==> src/rtl/dma_multichannel_engine.sv <==
// N-channel DMA transfer engine: per-channel address/count/mode registers,
// fixed or rotating arbitration, and an IDLE/HOLD/XFER/UPD bus-cycle sequencer.
`timescale 1ns/1ps
module dma_multichannel_engine #(
  parameter int NCH = 4,
  parameter int AW  = 16,
  parameter int CW  = 16
) (
  input  logic                             CLK,
  input  logic                             RESET,
  input  logic                             wr_en,
  input  logic [$clog2(NCH)-1:0]           wr_ch,
  input  logic [1:0]                       wr_sel,
  input  logic [((AW > CW) ? AW : CW)-1:0] wr_data,
  input  logic [NCH-1:0]                   dreq,
  output logic                             hrq,
  input  logic                             hlda,
  output logic [NCH-1:0]                   dack,
  output logic [AW-1:0]                    addr,
  output logic                             mem_rd,
  output logic                             mem_wr,
  input  logic                             ready,
  output logic [NCH-1:0]                   tc,
  output logic [NCH-1:0]                   status_tc
);

  localparam int CHW = $clog2(NCH);
  localparam int DW  = (AW > CW) ? AW : CW;
  localparam logic [CHW:0] NCH_W = (CHW+1)'(NCH);

  localparam logic [1:0] IDLE = 2'd0;
  localparam logic [1:0] HOLD = 2'd1;
  localparam logic [1:0] XFER = 2'd2;
  localparam logic [1:0] UPD  = 2'd3;

  logic [1:0]     state;
  logic [CHW-1:0] cur_ch;
  logic [CHW-1:0] prio_ptr;
  logic           rotate;

  logic [AW-1:0]  base_addr [NCH];
  logic [AW-1:0]  cur_addr  [NCH];
  logic [CW-1:0]  base_cnt  [NCH];
  logic [CW-1:0]  cur_cnt   [NCH];
  logic [4:0]     mode      [NCH];

  // Writes aimed at the channel in service are parked here until its grant ends.
  logic [2:0]     pend_valid;
  logic [DW-1:0]  pend_data [3];

  logic [NCH-1:0] elig;
  logic [NCH-1:0] ch_sel;
  logic [CHW-1:0] arb_base;
  logic [CHW-1:0] win_ch;
  logic           win_valid;
  logic           tc_hit;
  logic           upd_done;
  logic           grant_end;
  logic           defer_wr;
  logic           direct_wr;
  logic           in_xfer;
  logic [AW-1:0]  step_addr;
  logic [CHW:0]   ptr_inc;
  logic [CHW-1:0] ptr_next;

  generate
    for (genvar gi = 0; gi < NCH; gi++) begin : g_ch
      assign elig[gi]   = mode[gi][0] & dreq[gi];
      assign ch_sel[gi] = (cur_ch == CHW'(gi));
    end
  endgenerate

  assign arb_base = rotate ? prio_ptr : '0;

  // Scan from lowest to highest priority so the highest-priority hit is kept.
  always_comb begin
    logic [CHW:0] idx;
    idx       = '0;
    win_valid = 1'b0;
    win_ch    = '0;
    for (int k = NCH - 1; k >= 0; k--) begin
      idx = {1'b0, arb_base} + (CHW+1)'(k);
      if (idx >= NCH_W) begin
        idx = idx - NCH_W;
      end
      if (elig[idx[CHW-1:0]]) begin
        win_valid = 1'b1;
        win_ch    = idx[CHW-1:0];
      end
    end
  end

  assign tc_hit    = (cur_cnt[cur_ch] == '0);
  assign upd_done  = ~mode[cur_ch][4] | tc_hit;
  assign grant_end = ((state == UPD) && upd_done) ||
                     ((state == HOLD) && hlda && !dreq[cur_ch]);
  assign in_xfer   = (state == XFER);

  assign defer_wr  = wr_en && (wr_sel != 2'd3) && (wr_ch == cur_ch) &&
                     (state != IDLE) && !grant_end;
  assign direct_wr = wr_en && (wr_sel != 2'd3) && ({1'b0, wr_ch} < NCH_W) && !defer_wr;

  assign step_addr = mode[cur_ch][2] ? (cur_addr[cur_ch] - AW'(1))
                                     : (cur_addr[cur_ch] + AW'(1));
  assign ptr_inc   = {1'b0, cur_ch} + (CHW+1)'(1);
  assign ptr_next  = (ptr_inc >= NCH_W) ? '0 : ptr_inc[CHW-1:0];

  // Outputs decode straight from registered state so RESET clears them at once.
  assign hrq    = (state != IDLE);
  assign dack   = in_xfer ? ch_sel : '0;
  assign addr   = in_xfer ? cur_addr[cur_ch] : '0;
  assign mem_rd = in_xfer & ~mode[cur_ch][1];
  assign mem_wr = in_xfer &  mode[cur_ch][1];
  assign tc     = ((state == UPD) && tc_hit) ? ch_sel : '0;

  always_ff @(posedge CLK or posedge RESET) begin
    if (RESET) begin
      state      <= IDLE;
      cur_ch     <= '0;
      prio_ptr   <= '0;
      rotate     <= 1'b0;
      status_tc  <= '0;
      pend_valid <= '0;
      for (int c = 0; c < NCH; c++) begin
        base_addr[c] <= '0;
        cur_addr[c]  <= '0;
        base_cnt[c]  <= '0;
        cur_cnt[c]   <= '0;
        mode[c]      <= '0;
      end
      for (int s = 0; s < 3; s++) begin
        pend_data[s] <= '0;
      end
    end else begin
      case (state)
        IDLE: begin
          if (win_valid) begin
            state  <= HOLD;
            cur_ch <= win_ch;
          end
        end
        HOLD: begin
          if (hlda) begin
            state <= dreq[cur_ch] ? XFER : IDLE;
          end
        end
        XFER: begin
          if (ready) begin
            state <= UPD;
          end
        end
        default: begin
          state <= upd_done ? IDLE : XFER;
        end
      endcase

      if ((state == UPD) && upd_done) begin
        prio_ptr <= ptr_next;
      end
      // A new priority setting restarts rotation with channel 0 on top.
      if (wr_en && (wr_sel == 2'd3)) begin
        rotate   <= wr_data[0];
        prio_ptr <= '0;
      end

      if (state == UPD) begin
        cur_addr[cur_ch] <= step_addr;
        cur_cnt[cur_ch]  <= cur_cnt[cur_ch] - CW'(1);
        if (tc_hit) begin
          status_tc[cur_ch] <= 1'b1;
          if (mode[cur_ch][3]) begin
            cur_addr[cur_ch] <= base_addr[cur_ch];
            cur_cnt[cur_ch]  <= base_cnt[cur_ch];
          end else begin
            mode[cur_ch][0] <= 1'b0;
          end
        end
      end

      // Register writes come after the UPD update so they override it.
      if (grant_end) begin
        pend_valid <= '0;
        if (pend_valid[0]) begin
          base_addr[cur_ch] <= pend_data[0][AW-1:0];
          cur_addr[cur_ch]  <= pend_data[0][AW-1:0];
        end
        if (pend_valid[1]) begin
          base_cnt[cur_ch] <= pend_data[1][CW-1:0];
          cur_cnt[cur_ch]  <= pend_data[1][CW-1:0];
        end
        if (pend_valid[2]) begin
          mode[cur_ch]      <= pend_data[2][4:0];
          status_tc[cur_ch] <= 1'b0;
        end
      end

      if (defer_wr) begin
        pend_valid[wr_sel] <= 1'b1;
        pend_data[wr_sel]  <= wr_data;
      end

      if (direct_wr) begin
        case (wr_sel)
          2'd0: begin
            base_addr[wr_ch] <= wr_data[AW-1:0];
            cur_addr[wr_ch]  <= wr_data[AW-1:0];
          end
          2'd1: begin
            base_cnt[wr_ch] <= wr_data[CW-1:0];
            cur_cnt[wr_ch]  <= wr_data[CW-1:0];
          end
          2'd2: begin
            mode[wr_ch]      <= wr_data[4:0];
            status_tc[wr_ch] <= 1'b0;
          end
          default: begin
          end
        endcase
      end
    end
  end

endmodule

==> config.mk <==
export PLATFORM = sky130hd
export DESIGN_NAME = dma_multichannel_engine
export DESIGN_NICKNAME = d
export VERILOG_FILES = /design/src/rtl/dma_multichannel_engine.sv
export SDC_FILE = /design/constraint.sdc
export NUM_CORES = 1
export LEC_CHECK = 0
export CORE_UTILIZATION = 65
export CTS_CLUSTER_DIAMETER = 40
export DETAILED_ROUTE_END_ITERATION = 8
export GPL_TIMING_DRIVEN = 1
export PLACE_DENSITY = 0.86
export SLEW_MARGIN = 40
export SYNTH_ARGS = -nofsm -noshare
export SYNTH_HDL_FRONTEND = slang
export SYNTH_SLANG_ARGS = --single-unit
==> constraint.sdc <==
create_clock -name CLK -period 33.8 [get_ports CLK]
set_clock_uncertainty 0.2 [all_clocks]
set_input_delay 10.14 -clock CLK [delete_from_list [all_inputs] [get_ports CLK]]
set_output_delay 10.14 -clock CLK [all_outputs]
set_load 0.02 [all_outputs]
## Word level (Yosys, flattened, before mapping)

Cells that the tools add are included.

| storage, ports and cells | value |
|---|---|
| output and inout port bits | 31 |
| word-level logic and storage cells | 244 |
| bits of input ports | 29 |
| register bits after elaboration | 338 |

| cells by class | value |
|---|---|
| multiplexer cells | 121 |
| bitwise logic cells | 20 |
| reduce and logical (&&, ||, !) cells | 28 |
| $add $sub $neg | 11 |
| $lt $le $gt $ge | 21 |
| equal/unequal tests | 14 |

Operators with widths:

| cell | count |
|---|---|
| two-way mux 64 bit | 22 |
| bitwise mux 64 bit | 12 |
| two-way mux 16 bit | 13 |
| two-way mux 20 bit | 7 |
| binary-select mux 16 bit (select 2 bit) | 4 |
| demux 16 bit (select 2 bit) | 3 |
| bitwise mux 48 bit | 1 |
| bitwise mux 20 bit | 2 |
| two-way mux 2 bit | 17 |
| two-way mux 4 bit | 8 |
| subtractor 16 x 1 -> 16 bit (second input constant) | 2 |
| demux 5 bit (select 2 bit) | 3 |
| greater-or-equal comparator 3 bit (second input constant) | 7 |
| less-than comparator 2 x 3 -> 1 bit (second input constant) | 7 |
| bitwise AND 20 bit | 1 |
| two-way mux 5 bit | 4 |
| NOT 20 bit | 1 |
| adder 16 x 1 -> 16 bit (second input constant) | 1 |
| logical AND 1 bit | 16 |
| zero test 16 bit | 1 |
| two-way mux 1 bit | 13 |
| == test 2 bit (second input constant) | 6 |
| binary-select mux 1 bit (select 2 bit) | 5 |
| binary-select mux 5 bit (select 2 bit) | 1 |
| 26 further kinds | 58 |

## Longest topological paths before layout

Gate-level depths: netlist (run 1).

| logic depth | value |
|---|---|
| depth in word-level cells | 17 |
| depth in mapped cells | 18 |
| depth with buffers taken out | 12 |

## Least setup slack after synthesis (run 1)

Ideal clock, no wire load.

| timing path | value |
|---|---|
| path kind | register -> output |
| start point | reg cur_ch[1] |
| end point | out tc[1] |
| required time | 23,460 ps |
| setup slack | 20,667 ps |
| cell stages (with the launch flop) | 11 |
| path buffers | 7 |
| arrival | 2,793 ps |
| cells stage by stage | dfrtp_1 -> buf_2 -> buf_2 -> buf_2 -> buf_1 -> buf_1 -> clkbuf_1 -> inv_1 -> ha_1 -> clkbuf_1 -> and2_1 |

| between the ends | value |
|---|---|
| longest elaborated chain between the ends | 7 |
| elaborated cells between the ends (all ways) | 8 |
| those cells by class | 1 x eq/ne; 4 x mux; 1 x bitwise; 2 x reduce/logical |

RTL lines:

| what | RTL line | RTL |
|---|---|---|
| start: declaration | 37 | `logic [CHW-1:0] cur_ch;` |
| start signal: assignment | 139 | `cur_ch <= win_ch;` |
| NOT 2 -> 3 bit (implied by the code) | 93 | `assign tc_hit = (cur_cnt[cur_ch] == '0);` |
| binary-select mux 16 bit (select 2 bit) | 93 |  |
| two-way mux 16 bit (implied by the code) (2 in series) | 93 |  |
| zero test 16 bit | 93 |  |
| logical AND 1 bit | 114 | `assign tc = ((state == UPD) && tc_hit) ? ch_sel : '0;` |
| two-way mux 4 bit (*) | 114 |  |
| end: declaration | 23 | `output logic [NCH-1:0] tc,` |

Mark *: on every way between the ends. The rest lies on a longest branch, timed or not. The select of a mux whose other input is x is not followed.

## Worst setup path after layout (run 1)

| timing path | value |
|---|---|
| start point | reg cur_ch[1] |
| end point | out tc[2] |

The elaborated chain is that of the path after synthesis.

==> results of run 1 <==
## final cells by class
type | instances | area share (%)
Clock inverter | 31 | 1.56
Multi-Input combinational cell | 1459 | 46.6
Tap cell | 378 | 2.27
Inverter | 21 | 0.414
Timing Repair Buffer | 85 | 4.00
Clock buffer | 52 | 5.87
Sequential cell | 327 | 39.3
## cell usage after synthesis, types with 39 or more instances
library cell	number
o21ai_0	153
mux2i_1	84
nand2_1	287
clkbuf_1	102
o211ai_1	69
mux2_2	39
a21oi_1	227
mux4_2	68
a31oi_1	45
nor2_1	149
buf_2	43
dfrtp_1	327
## logic make-up (layout without fill, tap and decap cells)
logic type               Yosys count  in the layout  synth area share, %
XOR/XNOR                          24             24                 1.13
multiplexers                     191            191                 15.1
adder cells (fa/ha/maj)           21             21                 1.45
buffers and inverters            187            189                 4.31
AND/OR/NAND/NOR                  615            615                 15.3
flip-flops                       327            327                 43.9
AO/OA/AOI/OAI                    608            608                 18.8
## per-layer routing
layer | global-route usage [%] | vias up | wire [microns]
met5 | 0 | - | 13
met4 | 26.8 | 2 | 4170
met3 | 11.8 | 399 | 8660
met2 | 63.5 | 1482 | 26400
met1 | 52.5 | 8229 | 20600
li1 | - | 7070 | -
## flip-flops by register name, summed over array words and instances, names as in the netlist
name / flops
cur_cnt: 64
mode: 20
base_cnt: 64
status_tc: 4
state: 2
cur_ch: 2
base_addr: 64
pend_data: 37
rotate: 1
cur_addr: 64
prio_ptr: 2
pend_valid: 3
## through the flow
stage | util (%) | setup slack [ps]
after detailed placement | 68.7 | 19380
after floorplan | - | 14410
final | 74.4 | 18990
after global routing | 74.4 | 18770
after CTS | 74.3 | 18780
after global placement | 68.4 | 19450
## tightest hold or removal path, delay by kind of cell (launching register included)
| kind | cells | cell delay [ps] |
|---|---|---|
| and+or+nand+nor | 1 | 60 |
| DFF | 1 | 380 |
| AOI/OAI and AO/OA | 1 | 50 |
## path summary, 6_finish.rpt
path	start	to	slack [ps]
hold / removal	base_cnt[1]$_DFF_PP0_	base_cnt[1]$_DFF_PP0_	320
min in group asynchronous	RESET	status_tc[1]$_DFF_PP0_	9760
hold reg to reg	base_cnt[1]$_DFF_PP0_	base_cnt[1]$_DFF_PP0_	320
max in group asynchronous	RESET	cur_cnt[16]$_DFF_PP0_	22150
setup / recovery	cur_ch[1]$_DFFE_PP0P_	tc[2]	18990
setup reg to reg	cur_ch[0]$_DFFE_PP0P_	cur_addr[29]$_DFF_PP0_	27790
## power breakdown
part	internal (mW)	leakage (nW)	switching (mW)
Combinational	0.498	4.14	0.678
Sequential	0.580	3.93	0.161
Clock	0.289	0.749	0.198
Total	1.37	8.82	1.04
==> impl_metrics.py, run 1 <==
metrics = {
    "status": {
        "status": "complete, no violations",
    },
    "yosys": {
        "ys_seq_area_share_pct": 43.9,
        "ys_warn_count": 0,
        "synth_cell_types": 63,
        "ys_async_sr_fraction_pct": 100,
        "synth_area_leaders": "dfrtp_1, mux4_2, a21oi_1",
        "postSynthCellCount": 1973,
        "avgSynthCellArea_sq_um": 9.45,
        "syn_area_sq_um": 18700,
        "syn-num-nets": 2023,
        "synth_area_leader_cell": "dfrtp_1",
        "ys_dominant_reg_cell": "dfrtp_1",
        "synth-seq-cells": 327,
        "synth_top_cell_area_share_pct": 43.9,
        "synth-edff-count": 0,
    },
    "worst_setup_path": {
        "critPathRequiredTime_ps": 23460,
        "path_cells": "buf_4 -> mux4_2 -> inv_1 -> ha_1 -> inv_1 -> nor4_2 -> nand4_4 -> nor2_1 -> and2_1 -> clkdlybuf4s50_1",
        "critPathTopFamily": "buffers and inverters",
        "path_common_cell": "inv_1",
        "cp-end-kind": "primary output",
        "critPathKind": "reg -> out",
        "slowest_delay_ps": 810,
        "slowest_stage": "buf_4",
        "critical_path_arrival_ps": 4470,
        "start_kind": "flop",
        "crit_buf_inv": 4,
        "worst-path-stages": 10,
        "worst-r2r-cell-count": 11,
        "critical_path.max_fanout": 55,
    },
    "routing": {
        "drtPass1Iterations": 6,
        "via_count": 17200,
        "drt_iter0_markers": 2594,
        "wl_per_cell_microns": 25.4,
        "drc": 0,
        "routed_wl_mm": 59.8,
        "ant_nets": 0,
        "via_per_inst": 7.30,
    },
    "final_layout": {
        "mostFrequentLayoutCell": "dfrtp_1",
        "fillers": 1823,
        "multi_input_area_sq_um": 9720,
        "final_cells": 2353,
        "regArea_sq_um": 8190,
        "final_cell_mix": "dfrtp_1, nand2_1, a21oi_1",
        "antennaDiodeCount": 0,
        "syn_to_final_growth_pct": 11.8,
        "layout.nets": 1989,
        "postLayoutCellArea_sq_um": 20900,
        "drive_gt1_share_pct": 14.0,
    },
    "power_and_ir_drop": {
        "vdd_drop_max_mv": 0.0613,
        "power_leakage_nw": 8.82,
        "p_per_area_nw_per_um2": 115,
        "fin_total_pwr_mw": 2.40,
    },
    "die": {
        "start_util_pct": 66.6,
        "die_area_sq_um": 29400,
        "rows": 61,
        "core_area_sq_um": 28000,
        "die_h_microns": 171,
        "die_w_microns": 171,
        "top_level_ports": 60,
    },
    "clock_network": {
        "cts_hold_buf": 0,
        "clkSinkCount": 327,
        "root_buffer": "clkbuf_16",
        "cts-resized-gates": 0,
        "htreeDepth": 2,
        "cts_tree": "done",
        "clk_latency_ps": 560,
        "clk_pin_slew_ps": 60,
        "clockBufferDepth": 3,
        "postCtsSetupRepairBufs": 0,
        "cts_inserted_buffers": 45,
    },
    "timing": {
        "setup_viol": 0,
        "fmax_mhz": 67.5,
        "holdWs_ps": 322,
        "tightest_slew_ps": 937,
        "slew_headroom_pct": 37.5,
        "rsz0062_at_grt": "false",
        "hold_viol": 0,
        "fin_tns_setup_ps": 0,
        "finalCritPeriodShare_pct": 43.8,
        "fin_crit_ps": 14810,
        "drv_slew": 0,
    },
    "place": {
        "port_buffers": 59,
        "place.gp.congestion": 0.921,
        "dp.cells": 2268,
        "placed_cell_area_sq_um": 19200,
        "dp.final_hpwl_mm": 35.0,
    },
    "hold_path": {
        "min_delay_path_depth": 2,
        "hold_path.class": "reg -> reg",
    },
    "global_route": {
        "grt_max_degree": 108,
        "grt-ovfl-total": 0,
        "grt_pass1_wl_mm": 92.6,
        "grt_usage_pct": 41.7,
        "grt_pass1_vias": 17200,
        "grt_antenna_before_repair": 1,
    },
    "flow_run": {
        "maxCapViolCount": 0,
    },
}
(Power assumes the default switching activity.)
==> run 2, diff against run 1 <==
--- a/config.mk
+++ b/config.mk
@@ -5,11 +5,11 @@
 export SDC_FILE = /design/constraint.sdc
 export NUM_CORES = 1
 export LEC_CHECK = 0
-export CORE_UTILIZATION = 65
+export CORE_UTILIZATION = 56
 export CTS_CLUSTER_DIAMETER = 40
 export DETAILED_ROUTE_END_ITERATION = 8
 export GPL_TIMING_DRIVEN = 1
-export PLACE_DENSITY = 0.86
+export PLACE_DENSITY = 0.79
 export SLEW_MARGIN = 40
 export SYNTH_ARGS = -nofsm -noshare
 export SYNTH_HDL_FRONTEND = slang
==> constraint.sdc (replaced) <==
create_clock -name CLK -period 12.88 [get_ports CLK]
set_clock_uncertainty 0.2 [all_clocks]
set_input_delay 3.864 -clock CLK [delete_from_list [all_inputs] [get_ports CLK]]
set_output_delay 3.864 -clock CLK [all_outputs]
set_load 0.02 [all_outputs]
==> run 2 against run 1 <==
Register-to-register slack worse by 21000 ps; power grew to 2.7 times the previous value; largest power group unchanged; sequential power grew to 2.6 times the previous value.
==> impl_metrics.py, run 2 (synthesis gave the netlist of run 1 again) <==
metrics = {
    "die": {
        "start_util_pct": 57.2,
        "top_level_ports": 60,
        "die_w_microns": 185,
        "die_area_sq_um": 34000,
        "rows": 66,
        "die_h_microns": 185,
        "core_area_sq_um": 32600,
    },
    "place": {
        "dp.final_hpwl_mm": 36.1,
        "dp.cells": 2334,
        "placed_cell_area_sq_um": 19400,
        "place.gp.congestion": 0.938,
        "port_buffers": 59,
    },
    "clock_network": {
        "clk_latency_ps": 560,
        "cts_inserted_buffers": 46,
        "clk_pin_slew_ps": 60,
        "cts_tree": "done",
        "clockBufferDepth": 3,
        "cts-resized-gates": 0,
        "htreeDepth": 2,
        "cts_hold_buf": 0,
        "clkSinkCount": 327,
        "root_buffer": "clkbuf_16",
        "postCtsSetupRepairBufs": 0,
    },
    "worst_setup_path": {
        "critical_path_arrival_ps": 4360,
        "critPathKind": "reg -> out",
        "cp-end-kind": "primary output",
        "start_kind": "flop",
        "critical_path.max_fanout": 59,
        "critPathRequiredTime_ps": 8820,
    },
    "timing": {
        "tightest_slew_ps": 945,
        "slew_headroom_pct": 37.0,
        "drv_slew": 0,
        "finalCritPeriodShare_pct": 65.4,
        "hold_viol": 0,
        "fin_crit_ps": 8430,
        "setup_viol": 0,
        "fin_tns_setup_ps": 0,
        "holdWs_ps": 317,
        "rsz0062_at_grt": "false",
        "fmax_mhz": 119,
    },
    "power_and_ir_drop": {
        "power_leakage_nw": 8.92,
        "seqPwrFrac_pct": 30.1,
        "p_int_mw": 3.72,
        "combPwrFrac_pct": 48.0,
        "fin_total_pwr_mw": 6.42,
        "p_sw_mw": 2.70,
        "vdd_drop_max_mv": 0.165,
        "p_per_area_nw_per_um2": 304,
        "switching_share_pct": 42.0,
        "pwr-share-clk_pct": 22.0,
    },
    "final_layout": {
        "final_cells": 2420,
        "syn_to_final_growth_pct": 13.2,
        "antennaDiodeCount": 0,
        "mostFrequentLayoutCell": "dfrtp_1",
        "multi_input_area_sq_um": 9720,
        "postLayoutCellArea_sq_um": 21100,
        "fillers": 2481,
        "drive_gt1_share_pct": 14.3,
        "regArea_sq_um": 8190,
        "final_cell_mix": "dfrtp_1, nand2_1, a21oi_1",
        "layout.nets": 1991,
    },
    "global_route": {
        "grt_pass1_vias": 16700,
        "grt_max_degree": 156,
        "grt_usage_pct": 36.5,
        "grt-ovfl-total": 0,
        "grt_pass1_wl_mm": 94.4,
        "grt_antenna_before_repair": 0,
    },
    "routing": {
        "drt_iter0_markers": 2505,
        "ant_nets": 0,
        "via_count": 16900,
        "via_per_inst": 6.97,
        "routed_wl_mm": 60.9,
        "drtPass1Iterations": 8,
        "drc": 0,
        "wl_per_cell_microns": 25.2,
    },
    "hold_path": {
        "hold_path.class": "reg -> reg",
    },
    "flow_run": {
        "maxCapViolCount": 0,
    },
    "status": {
        "status": "complete, no violations",
    },
}
[run 2: cell count changes in the layout (fill, tap and decap cells not counted), moves of 3 or more]
cell and change:
inv_8 -4, nor3_2 -3, buf_4 +3, bufinv_16 +6, buf_6 -4
[run 2: layer usage]
| layer | share of wire [%] | vias to the layer above | GRT usage, % |
|---|---|---|---|
| met3 | 13 | 324 | 8.95 |
| met2 | 44 | 1320 | 55.3 |
| met1 | 36 | 8145 | 47.3 |
| li1 | - | 7072 | - |
| met4 | 6.6 | 2 | 22.5 |
| met5 | 0.013 | - | 0 |
[run 2: final timing paths]
kind	from	to	cells after the start	slack, ps
setup / recovery	cur_ch[1]$_DFFE_PP0P_	tc[2]	10	4450
hold / removal	base_cnt[20]$_DFF_PP0_	base_cnt[20]$_DFF_PP0_	2	320
setup reg to reg	cur_ch[0]$_DFFE_PP0P_	cur_addr[29]$_DFF_PP0_	11	7220
hold reg to reg	base_cnt[20]$_DFF_PP0_	base_cnt[20]$_DFF_PP0_	2	320
max in group asynchronous	RESET	pend_data[36]$_DFFE_PP0P_	5	7730
min in group asynchronous	RESET	base_cnt[51]$_DFF_PP0_	3	3520
[run 2: area by class of cell]
| class | instances | area share (%) |
|---|---|---|
| Inverter | 21 | 0.391 |
| Sequential cell | 327 | 38.8 |
| Timing Repair Buffer | 86 | 4.05 |
| Clock buffer | 51 | 5.94 |
| Clock inverter | 34 | 2.20 |
| Tap cell | 442 | 2.62 |
| Multi-Input combinational cell | 1459 | 46.0 |
[run 2: worst max-delay path, stage by stage, from the launching register on]
cell and delay, ps:
dfrtp_4 590, buf_6 630, mux4_2 490, inv_1 110, ha_1 160, inv_1 70, nor4_2 400, nand4_4 270
nor2_1 250, and2_1 180, clkdlybuf4s50_1 610
[run 2: power groups by stage]
| stage | Sequential [mW] | Combinational (mW) | Clock (mW) |
|---|---|---|---|
| floorplan | 1.73 | 2.34 | 0 |
| global placement | 1.89 | 2.86 | 0 |
| detailed placement | 1.91 | 2.95 | 0 |
| CTS | 1.91 | 2.98 | 1.41 |
| global route | 1.98 | 3.30 | 1.45 |
| finish | 1.93 | 3.08 | 1.41 |
[run 2: stage by stage]
step / worst slack, ps / util [%]
finish: 4450 / 64.8
global placement: 5030 / 59.2
floorplan: 4450 / -
global route: 4320 / 64.8
detailed placement: 5130 / 59.4
CTS: 4550 / 64.6
